`src/rtl/spi_mosi_tx.sv`:
```
// SPI MOSI transmitter: holding register feeding a shift register, zero-gap back-to-back frames.
// Define SPI_MOSI_LSB_FIRST_EN to shift LSB first; default build shifts MSB first.
module spi_mosi_tx #(
  parameter int DATA_WIDTH = 8
) (
  input  logic                  spi_clk,
  input  logic                  n_reset,
  input  logic                  spi_cs,
  input  logic [DATA_WIDTH-1:0] tx_data,
  input  logic                  tx_valid,
  output logic                  tx_ready,
  output logic                  spi_mosi_out,
  output logic                  control_clk_mosi,
  output logic                  tx_done,
  output logic                  tx_abort
);

  localparam int CNT_W = (DATA_WIDTH > 2) ? $clog2(DATA_WIDTH) : 1;
  localparam logic [CNT_W-1:0] LAST_CNT = CNT_W'(DATA_WIDTH - 1);

  typedef enum logic [0:0] {
    ST_IDLE  = 1'b0,
    ST_SHIFT = 1'b1
  } state_t;

  state_t                state_r;
  state_t                state_nx_s;
  logic [DATA_WIDTH-1:0] hold_r;
  logic                  hold_full_r;
  logic [DATA_WIDTH-1:0] shift_r;
  logic [CNT_W-1:0]      bit_cnt_r;
  logic                  abort_r;
  logic                  load_s;
  logic                  abort_s;
  logic                  accept_s;
  logic                  last_s;

  // The bit on the wire is always the same end of shift_r; the register moves toward it.
  function automatic logic [DATA_WIDTH-1:0] shift_next(input logic [DATA_WIDTH-1:0] w);
`ifdef SPI_MOSI_LSB_FIRST_EN
    return {1'b0, w[DATA_WIDTH-1:1]};
`else
    return {w[DATA_WIDTH-2:0], 1'b0};
`endif
  endfunction

  function automatic logic wire_bit(input logic [DATA_WIDTH-1:0] w);
`ifdef SPI_MOSI_LSB_FIRST_EN
    return w[0];
`else
    return w[DATA_WIDTH-1];
`endif
  endfunction

  assign accept_s = tx_valid & ~hold_full_r;
  assign last_s   = (bit_cnt_r == LAST_CNT);

  // State register.
  always_ff @(posedge spi_clk or negedge n_reset) begin
    if (!n_reset) begin
      state_r <= ST_IDLE;
    end else begin
      state_r <= state_nx_s;
    end
  end

  // Next-state logic with the load and abort strobes it implies.
  always_comb begin
    state_nx_s = state_r;
    load_s     = 1'b0;
    abort_s    = 1'b0;
    case (state_r)
      ST_IDLE: begin
        if (hold_full_r && !spi_cs) begin
          state_nx_s = ST_SHIFT;
          load_s     = 1'b1;
        end else begin
          state_nx_s = ST_IDLE;
        end
      end
      ST_SHIFT: begin
        if (spi_cs) begin
          state_nx_s = ST_IDLE;
          abort_s    = 1'b1;
        end else if (last_s) begin
          if (hold_full_r) begin
            state_nx_s = ST_SHIFT;
            load_s     = 1'b1;
          end else begin
            state_nx_s = ST_IDLE;
          end
        end else begin
          state_nx_s = ST_SHIFT;
        end
      end
      default: begin
        state_nx_s = ST_IDLE;
      end
    endcase
  end

  // Output decode; a chip-select abort during the last bit suppresses tx_done.
  always_comb begin
    tx_ready         = ~hold_full_r;
    tx_abort         = abort_r;
    spi_mosi_out     = 1'b0;
    control_clk_mosi = 1'b0;
    tx_done          = 1'b0;
    if (state_r == ST_SHIFT) begin
      spi_mosi_out     = wire_bit(shift_r);
      control_clk_mosi = 1'b1;
      tx_done          = last_s & ~spi_cs;
    end else begin
      spi_mosi_out     = 1'b0;
      control_clk_mosi = 1'b0;
      tx_done          = 1'b0;
    end
  end

  // Holding register: a fresh accept wins over the reload that empties it.
  always_ff @(posedge spi_clk or negedge n_reset) begin
    if (!n_reset) begin
      hold_r      <= {DATA_WIDTH{1'b0}};
      hold_full_r <= 1'b0;
    end else if (accept_s) begin
      hold_r      <= tx_data;
      hold_full_r <= 1'b1;
    end else if (load_s) begin
      hold_full_r <= 1'b0;
    end else begin
      hold_full_r <= hold_full_r;
    end
  end

  // Shift register, bit counter and the registered abort pulse.
  always_ff @(posedge spi_clk or negedge n_reset) begin
    if (!n_reset) begin
      shift_r   <= {DATA_WIDTH{1'b0}};
      bit_cnt_r <= {CNT_W{1'b0}};
      abort_r   <= 1'b0;
    end else begin
      abort_r <= abort_s;
      if (load_s) begin
        shift_r   <= hold_r;
        bit_cnt_r <= {CNT_W{1'b0}};
      end else if (state_nx_s == ST_SHIFT) begin
        shift_r   <= shift_next(shift_r);
        bit_cnt_r <= bit_cnt_r + CNT_W'(1'b1);
      end else begin
        shift_r   <= {DATA_WIDTH{1'b0}};
        bit_cnt_r <= {CNT_W{1'b0}};
      end
    end
  end

endmodule

```
`config.mk`:
```
export PLATFORM = sky130hd
export DESIGN_NAME = spi_mosi_tx
export DESIGN_NICKNAME = d
export VERILOG_FILES = /design/src/rtl/spi_mosi_tx.sv
export SDC_FILE = /design/constraint.sdc
export NUM_CORES = 1
export LEC_CHECK = 0
export ABC_AREA = 1
export ABC_CLOCK_PERIOD_IN_PS = 1400
export CAP_MARGIN = 40
export CORE_AREA = 2 2 47 49
export CTS_CLUSTER_DIAMETER = 150
export DETAILED_ROUTE_END_ITERATION = 8
export DIE_AREA = 0 0 49 51
export GPL_TIMING_DRIVEN = 0
export PLACE_DENSITY = 0.72
export SETUP_SLACK_MARGIN = 0.4
export SLEW_MARGIN = 5
export SYNTH_ARGS = -nofsm -noshare
export SYNTH_HDL_FRONTEND = slang
export SYNTH_SLANG_ARGS = --single-unit
```
`constraint.sdc`:
```
create_clock -name spi_clk -period 1.4 [get_ports spi_clk]
set_clock_uncertainty 0.1 [all_clocks]
set_input_delay 0.21 -clock spi_clk [delete_from_list [all_inputs] [get_ports spi_clk]]
set_output_delay 0.21 -clock spi_clk [all_outputs]
set_load 0.01 [all_outputs]
```
### Word-level counts from Yosys, hierarchy flattened

Cells that the tools add are included.

* add/subtract/negate cells: 1
* reduce and logical (&&, ||, !) cells: 3
* bitwise operators: 5
* mux-type cells: 19
* equality and inequality tests: 1

Operators with widths (count)
* 2-to-1 mux 8 bit: 2
* 2-to-1 mux 1 bit: 13
* 2-to-1 mux 3 bit: 2
* one-hot mux 1 bit (2 select lines): 2
* adder 3 x 1 -> 3 bit, second input constant: 1
* == test 3 bit, second input constant: 1
* inverter 1 bit: 3
* bitwise AND 1 bit: 2
* nonzero test 2 bit: 1
* logical AND 1 bit: 1
* zero test 1 bit: 1

* flip-flop bits (word level): 22
* input bits: 12

### Depth between registers and ports, before layout

Gate-level depths: netlist of the first run.

* depth in word-level cells: 6
* mapped depth: 6
* mapped depth without buffers: 6

### Worst setup path before layout of the first run

No wires, ideal clock.

* path type: register to register
* from: reg bit_cnt_r[0]
* to: reg shift_r[1]
* arrival time: 1.089 ns
* clock period less this slack: 1.307 ns
* path buffers: 0
* stages on the path, launching flop included: 7
* slack: 0.093 ns
* required time: 1.183 ns
* path through: dfrtp_1 -> ha_1 -> ha_1 -> inv_2 -> nand2_4 -> nand3_1 -> nand2_1

* longest elaborated chain between the ends: 6
* elaborated cells on any way between the ends: 9
* classes of those cells: 1 x eq/ne; 8 x mux

Ends and longest elaborated chain
* start: declaration: line 31 `logic [CNT_W-1:0] bit_cnt_r;`
* start signal: assignment: line 139 `bit_cnt_r <= {CNT_W{1'b0}};`
* start signal: assignment: line 145 `bit_cnt_r <= {CNT_W{1'b0}};`
* start signal: assignment: line 148 `bit_cnt_r <= bit_cnt_r + CNT_W'(1'b1);`
* == test 3 bit (*): line 56 `assign last_s = (bit_cnt_r == LAST_CNT);`
* 2-to-1 mux 1 bit: line 85 `end else if (last_s) begin`
* 2-to-1 mux 1 bit: line 82 `if (spi_cs) begin`
* one-hot mux 1 bit (2 select lines): line 72 `case (state_r)`
* 2-to-1 mux 8 bit: line 146 `end else if (state_nx_s == ST_SHIFT) begin`
* 2-to-1 mux 8 bit (*): line 143 `if (load_s) begin`
* end signal: assignment: line 144 `shift_r <= hold_r;`
* end signal: assignment: line 147 `shift_r <= shift_next(shift_r);`
* end signal: assignment: line 150 `shift_r <= {DATA_WIDTH{1'b0}};`
* end: declaration: line 30 `logic [DATA_WIDTH-1:0] shift_r;`

Mark *: on every way between the ends. The rest lies on a longest branch, timed or not.
A chain may end at the register's enable or synchronous reset.

### Final worst setup path of the first run

* from: reg bit_cnt_r[0]
* to: out tx_done

* longest elaborated chain between the ends: 3

Ends and longest elaborated chain
* == test 3 bit: line 56
* bitwise AND 1 bit: line 112 `tx_done = last_s & ~spi_cs;`
* 2-to-1 mux 1 bit: line 109 `if (state_r == ST_SHIFT) begin`
* end: declaration: line 14 `output logic tx_done,`

Every way passes these cells.

==> results.toml, run 1 <==
[status]
outcome = "finished with violations"
violations = "negative setup slack"

[cells_and_area]
syn2layout_area_growth_pct = 54.40
fin_nets = 142
finalNonFillerCells = 155
layout-drive-gt1-share_pct = 44.88
antenna_cells = 0
fin_area_sq_um = 1428

[yosys]
yosysSeqAreaShare_pct = 59.54
yosysUniqueCellTypes = 14
synth_fp_nets = 110
synth_area_leaders = "dfrtp_1 (60%), nand2_1 (11%), nand3_1 (8.7%)"
syn_avg_cell_area_sq_um = 9.632
synth_top_area_cell = "dfrtp_1"
synth-seq-cells = 22
yosysWarnings = 0
synth_top_area_share_pct = 59.54
syn_inst = 96
syn_area_sq_um = 924.6

[floorplan]
rows = 17
die_y_um = 51
die_area_sq_um = 2499
coreArea_sq_um = 2063
dieWidth_um = 49
ios = 17
floorplan.initialDensity_pct = 44.82

[drt]
wl_per_cell_um = 13.82
remaining_drc_errors = 0
drt_iter0_drc = 10
detail-route-antenna-nets = 0
avgViaCountPerCell = 5.110
firstDrtPassIters = 4
vias = 792
routed_wirelength_um = 2142

[global_route]
antenna_found_initial = 0
grt_pass1_vias = 789
grt_pass1_wl_um = 3394
grt-ovfl-total = 0
track_usage_pct = 18.28
grt_start_max_net_pins = 13

[hold_path]
hp-class = "input port to flop"
hold_start = "tx_valid"
holdPathStages = 3
holdPathEnd = "hold_r[5]$_DFFE_PN0P_"

[power]
p_total_mw = 1.567
p_leak_nw = 0.6945
max-vdd-ir-drop_mv = 0.9081
p_per_area_nw_per_um2 = 1098

[worst_setup_path]
crit_fanout = 2
crit_type = "flop to output pin"
r2r_cells = 8
cp.required_ns = 1.09
end_kind = "output pin"
r2r-end = "shift_r[7]$_DFF_PN0_"
rrSetupSlack_ns = -0.08
cp-start-kind = "flop"
r2r_start = "bit_cnt_r[0]$_DFF_PN0_"
arrival_ns = 1.27

[timing]
period_share_pct = 112.9
slew_headroom_pct = 59.14
maxSlewViolCount = 0
worst_pin_slew_ns = 0.6110
max_freq_mhz = 632.6
rsz0062_at_grt = "true"
setup_violations = 14
fin_ws_ns = -0.1808
finalHoldViolations = 0
period_needed_ns = 1.581
setup_tns_ns = -0.8627

[placed_design]
placed_area_sq_um = 1195
gp_routability_congestion = 0.7418
io_buffers = 15
place_hpwl_um = 1225
place_inst = 140

[cts]
cts_tree = "yes"
htreeDepth = 1
clock-sinks = 22
cts.root.buffer_cell = "clkbuf_4"
cts_buffer_depth = 2
cts_buffers = 3
clk_latency_ns = 0.29
path_clk_slew_ns = 0.12

[flow_run]
cap_viol_max_count = 0
where the power goes:
group          switching [mW]  internal (mW)  total [mW]
logic                   0.216          0.201       0.417
clock network           0.174          0.158       0.332
registers              0.0718          0.747       0.818
total                   0.462           1.11        1.57
cell usage in the layout, fill, tap and decap left out, drive strengths merged:
| cell | netlist | routed |
|---|---|---|
| nand2 | 29 | 30 |
| dfrtp | 22 | 22 |
| buf | 3 | 18 |
| nand3 | 16 | 16 |
| clkdlybuf4s50 | 0 | 10 |
| inv | 8 | 8 |
| nand4 | 7 | 7 |
| nor2 | 7 | 7 |
| clkbuf | 0 | 4 |
| a21oi | 2 | 2 |
| ha | 2 | 2 |
| clkinv | 0 | 1 |
layer usage:
metal	routed length (um)	track usage, %	share of wire, %	up-vias
met3	91	4.094	4.2	2
met1	866	20.11	40	387
li1	-	-	-	378
met2	1168	33.79	55	25
met4	16	8.095	0.75	0
met5	0	0	0	-
logic make-up after synthesis:
kind of cell	Yosys count	share of synthesized area, %
flops	22	59.54
compound gates	2	1.083
buf+inv	11	6.496
simple gates	59	30.18
fa+ha+maj	2	2.706
layout make-up:
class / count / area, sq um
multi-input cells: 64 / 476.7
repair inverters: 1 / 6.256
flip-flops and latches: 22 / 551.8
inverters: 8 / 42.54
repair buffers: 25 / 249.0
well taps: 28 / 35.03
clock buffers: 4 / 36.28
plain buffers: 3 / 30.03
fillers: 165 / 635.6
critical path, cell delays in order (launching register included):
cell,delay [ns]
dfrtp_1,0.41
ha_2,0.19
ha_4,0.16
nand2_2,0.05
nor2_2,0.03
buf_2,0.14
Yosys cell counts:
| master | n |
|---|---|
| nor2_4 | 1 |
| nand2_1 | 26 |
| a21oi_1 | 2 |
| ha_1 | 2 |
| nand2_2 | 2 |
| nor2_1 | 6 |
| nand3_1 | 16 |
| nand2_4 | 1 |
| inv_2 | 3 |
| buf_4 | 1 |
| nand4_1 | 7 |
| buf_6 | 2 |
| inv_1 | 5 |
| dfrtp_1 | 22 |
worst max path at each step:
stage	from	endpoint	slack, ns	cells after the start
floorplan	bit_cnt_r[0]$_DFF_PN0_	shift_r[1]$_DFF_PN0_	0.20	6
global placement	spi_cs	tx_done	-0.35	3
detailed placement	spi_cs	tx_done	-0.39	3
CTS	bit_cnt_r[0]$_DFF_PN0_	tx_done	-0.21	5
global route	bit_cnt_r[0]$_DFF_PN0_	tx_done	-0.25	5
finish	bit_cnt_r[0]$_DFF_PN0_	tx_done	-0.18	5
through the flow:
| step | setup WS, ns | utilization, % | hold slack [ns] |
|---|---|---|---|
| 2_1_floorplan | 0.2036 | - | -0.1856 |
| 3_3_place_gp | -0.3536 | 57.19 | 0.3223 |
| 3_5_place_dp | -0.3902 | 57.91 | 0.3630 |
| 4_1_cts | -0.2121 | 64.34 | 0.1204 |
| 5_1_grt | -0.2542 | 69.19 | 0.1272 |
| 6_report | -0.1808 | 69.19 | 0.1314 |
registers in the layout, summed over array words and instances (netlist names):
| signal | count |
|---|---|
| hold_full_r | 1 |
| state_r | 1 |
| bit_cnt_r | 3 |
| tx_abort | 1 |
| shift_r | 8 |
| hold_r | 8 |
repair_timing:
| item | 4_1_cts | 5_1_grt |
|---|---|---|
| pin swaps | 4 | 13 |
| gates cloned | 2 | 1 |
| gates resized for setup | 34 | 16 |
| endpoints found under the setup margin | 18 | 26 |
| hold buffers | 0 | 0 |
| setup buffers | 5 | 3 |
No activity file was read; power rests on OpenSTA's default activity.
==> inputs of run 2 (changes only) <==
Settings changed: CAP_MARGIN 40 to 25.
==> results.toml, run 2 (synthesis gave the netlist of run 1 again) <==
[timing]
period_needed_ns = 1.604
worst_hold_slack_ns = 0.1208
fin_ws_ns = -0.2045
worst_pin_slew_ns = 0.3389
setup_violations = 14
maxSlewViolCount = 0
rsz0062_at_grt = "true"
slew_headroom_pct = 77.35
period_share_pct = 114.6
finalHoldViolations = 0
max_freq_mhz = 623.3

[cells_and_area]
fin_area_sq_um = 1441
reg_top3 = "hold_r: 8 flops, shift_r: 8 flops, bit_cnt_r: 3 flops"
syn2layout_area_growth_pct = 55.89
layout_commonest_cell = "nand2_1"
antenna_cells = 0
fin_nets = 143
final_cell_mix = "nand2_1 (24), dfrtp_1 (21), nand3_2 (15)"
layout-drive-gt1-share_pct = 44.53
finalNonFillerCells = 156

[floorplan]
rows = 17
ios = 17
die_area_sq_um = 2499
floorplan.initialDensity_pct = 44.82
coreArea_sq_um = 2063
dieWidth_um = 49
die_y_um = 51

[hold_path]
hp-class = "input port to flop"
hold_start = "tx_valid"
holdPathStages = 3
holdPathEnd = "hold_r[0]$_DFFE_PN0P_"

[power]
p_total_mw = 1.706
power.switching_uw = 474.9
combPwrFrac_pct = 24.1
seq_power_share_pct = 47.8
p_leak_nw = 0.6955
p_int_mw = 1.231
p_per_area_nw_per_um2 = 1184
switching_share_pct = 27.84
clkPwrFrac_pct = 28.1
max-vdd-ir-drop_mv = 0.9576

[global_route]
grt_pass1_wl_um = 3325
grt_start_max_net_pins = 23
track_usage_pct = 17.90
antenna_found_initial = 0
grt_pass1_vias = 752
grt-ovfl-total = 0

[placed_design]
dp_worst_setup_slack_ns = -0.3605
place_inst = 139
gp_routability_congestion = 0.7418
place_hpwl_um = 1156
placed_area_sq_um = 1180
io_buffers = 15

[cts]
cts.root.buffer_cell = "clkbuf_4"
clk_latency_ns = 0.30
clock-sinks = 22
cts_tree = "yes"
path_clk_slew_ns = 0.12
htreeDepth = 1
cts_buffer_depth = 2
cts_buffers = 3

[worst_setup_path]
arrival_ns = 1.29
r2r_start = "bit_cnt_r[0]$_DFF_PN0_"
rrSetupSlack_ns = -0.12
worst-path-buf-inv = 1
cp.required_ns = 1.09
slowest_stage = "dfrtp_1"
cp_cell_sequence = "ha_2, ha_4, nand2_1, nor2_2, buf_2"
r2r_cells = 7
cp-start-kind = "flop"
crit_path_max_incr_delay_ns = 0.41
cp.depth = 5
end_kind = "output pin"
crit_fanout = 2
cp_top_family = "flip-flops"
crit_type = "flop to output pin"
r2r-end = "state_r$_DFF_PN0_"

[drt]
drt_iter0_drc = 13
firstDrtPassIters = 4
wl_per_cell_um = 13.61
vias = 800
remaining_drc_errors = 0
detail-route-antenna-nets = 0
routed_wirelength_um = 2123
avgViaCountPerCell = 5.128

[flow_run]
cap_viol_max_count = 0

[status]
outcome = "finished with violations"
violations = "negative setup slack"
## run 2: layer usage
layer	vias up	part of all wire [%]	global-route usage (%)
li1	384	-	-
met1	374	41	20.73
met2	36	52	31.51
met3	6	5.2	3.801
met4	0	1.8	9.048
met5	-	0	0
## run 2: metrics by stage
step / util, % / setup TNS (ns)
after floorplan: - / 0
after global placement: 57.19 / -2.991
after detailed placement: 57.19 / -3.281
after CTS: 64.22 / -0.2742
after global routing: 69.86 / -1.717
final: 69.86 / -0.9947
## run 2: area by class of cell
class | instances | area [sq um]
Buffer | 3 | 30.03
Clock buffer | 3 | 22.52
Clock inverter | 1 | 30.03
Fill cell | 158 | 621.8
Inverter | 8 | 42.54
Multi-Input combinational cell | 64 | 471.7
Sequential cell | 22 | 551.8
Tap cell | 28 | 35.03
Timing Repair Buffer | 26 | 251.5
Timing Repair inverter | 1 | 6.256
## run 2: worst max-delay path by stage
stage / startpoint / endpoint
3_3_place_gp: spi_cs / tx_done
2_1_floorplan: bit_cnt_r[0]$_DFF_PN0_ / shift_r[1]$_DFF_PN0_
3_5_place_dp: spi_cs / tx_done
5_1_grt: bit_cnt_r[0]$_DFF_PN0_ / tx_done
6_report: bit_cnt_r[0]$_DFF_PN0_ / tx_done
4_1_cts: bit_cnt_r[0]$_DFF_PN0_ / tx_done
## run 2: power groups by stage
stage                     clock, mW  combinational [mW]  sequential, mW
after global placement            0               0.282           0.826
after floorplan                   0               0.189           0.818
after CTS                     0.486               0.349           0.813
after detailed placement          0               0.291           0.829
final                         0.479               0.412           0.815
after global routing          0.514               0.452           0.828
## run 2: timing repair
item	CTS	global route
buffers inserted	5	3
pin swaps	3	9
resized for setup	34	15
hold buffers	0	1
hold endpoints to repair	0	22
setup endpoints to repair	40	26
cloned	2	1
## run 2: worst min-delay path, delay by kind of cell
family | cells | cell delay (ns)
simple gates | 2 | 0.12
buf+inv | 1 | 0.17
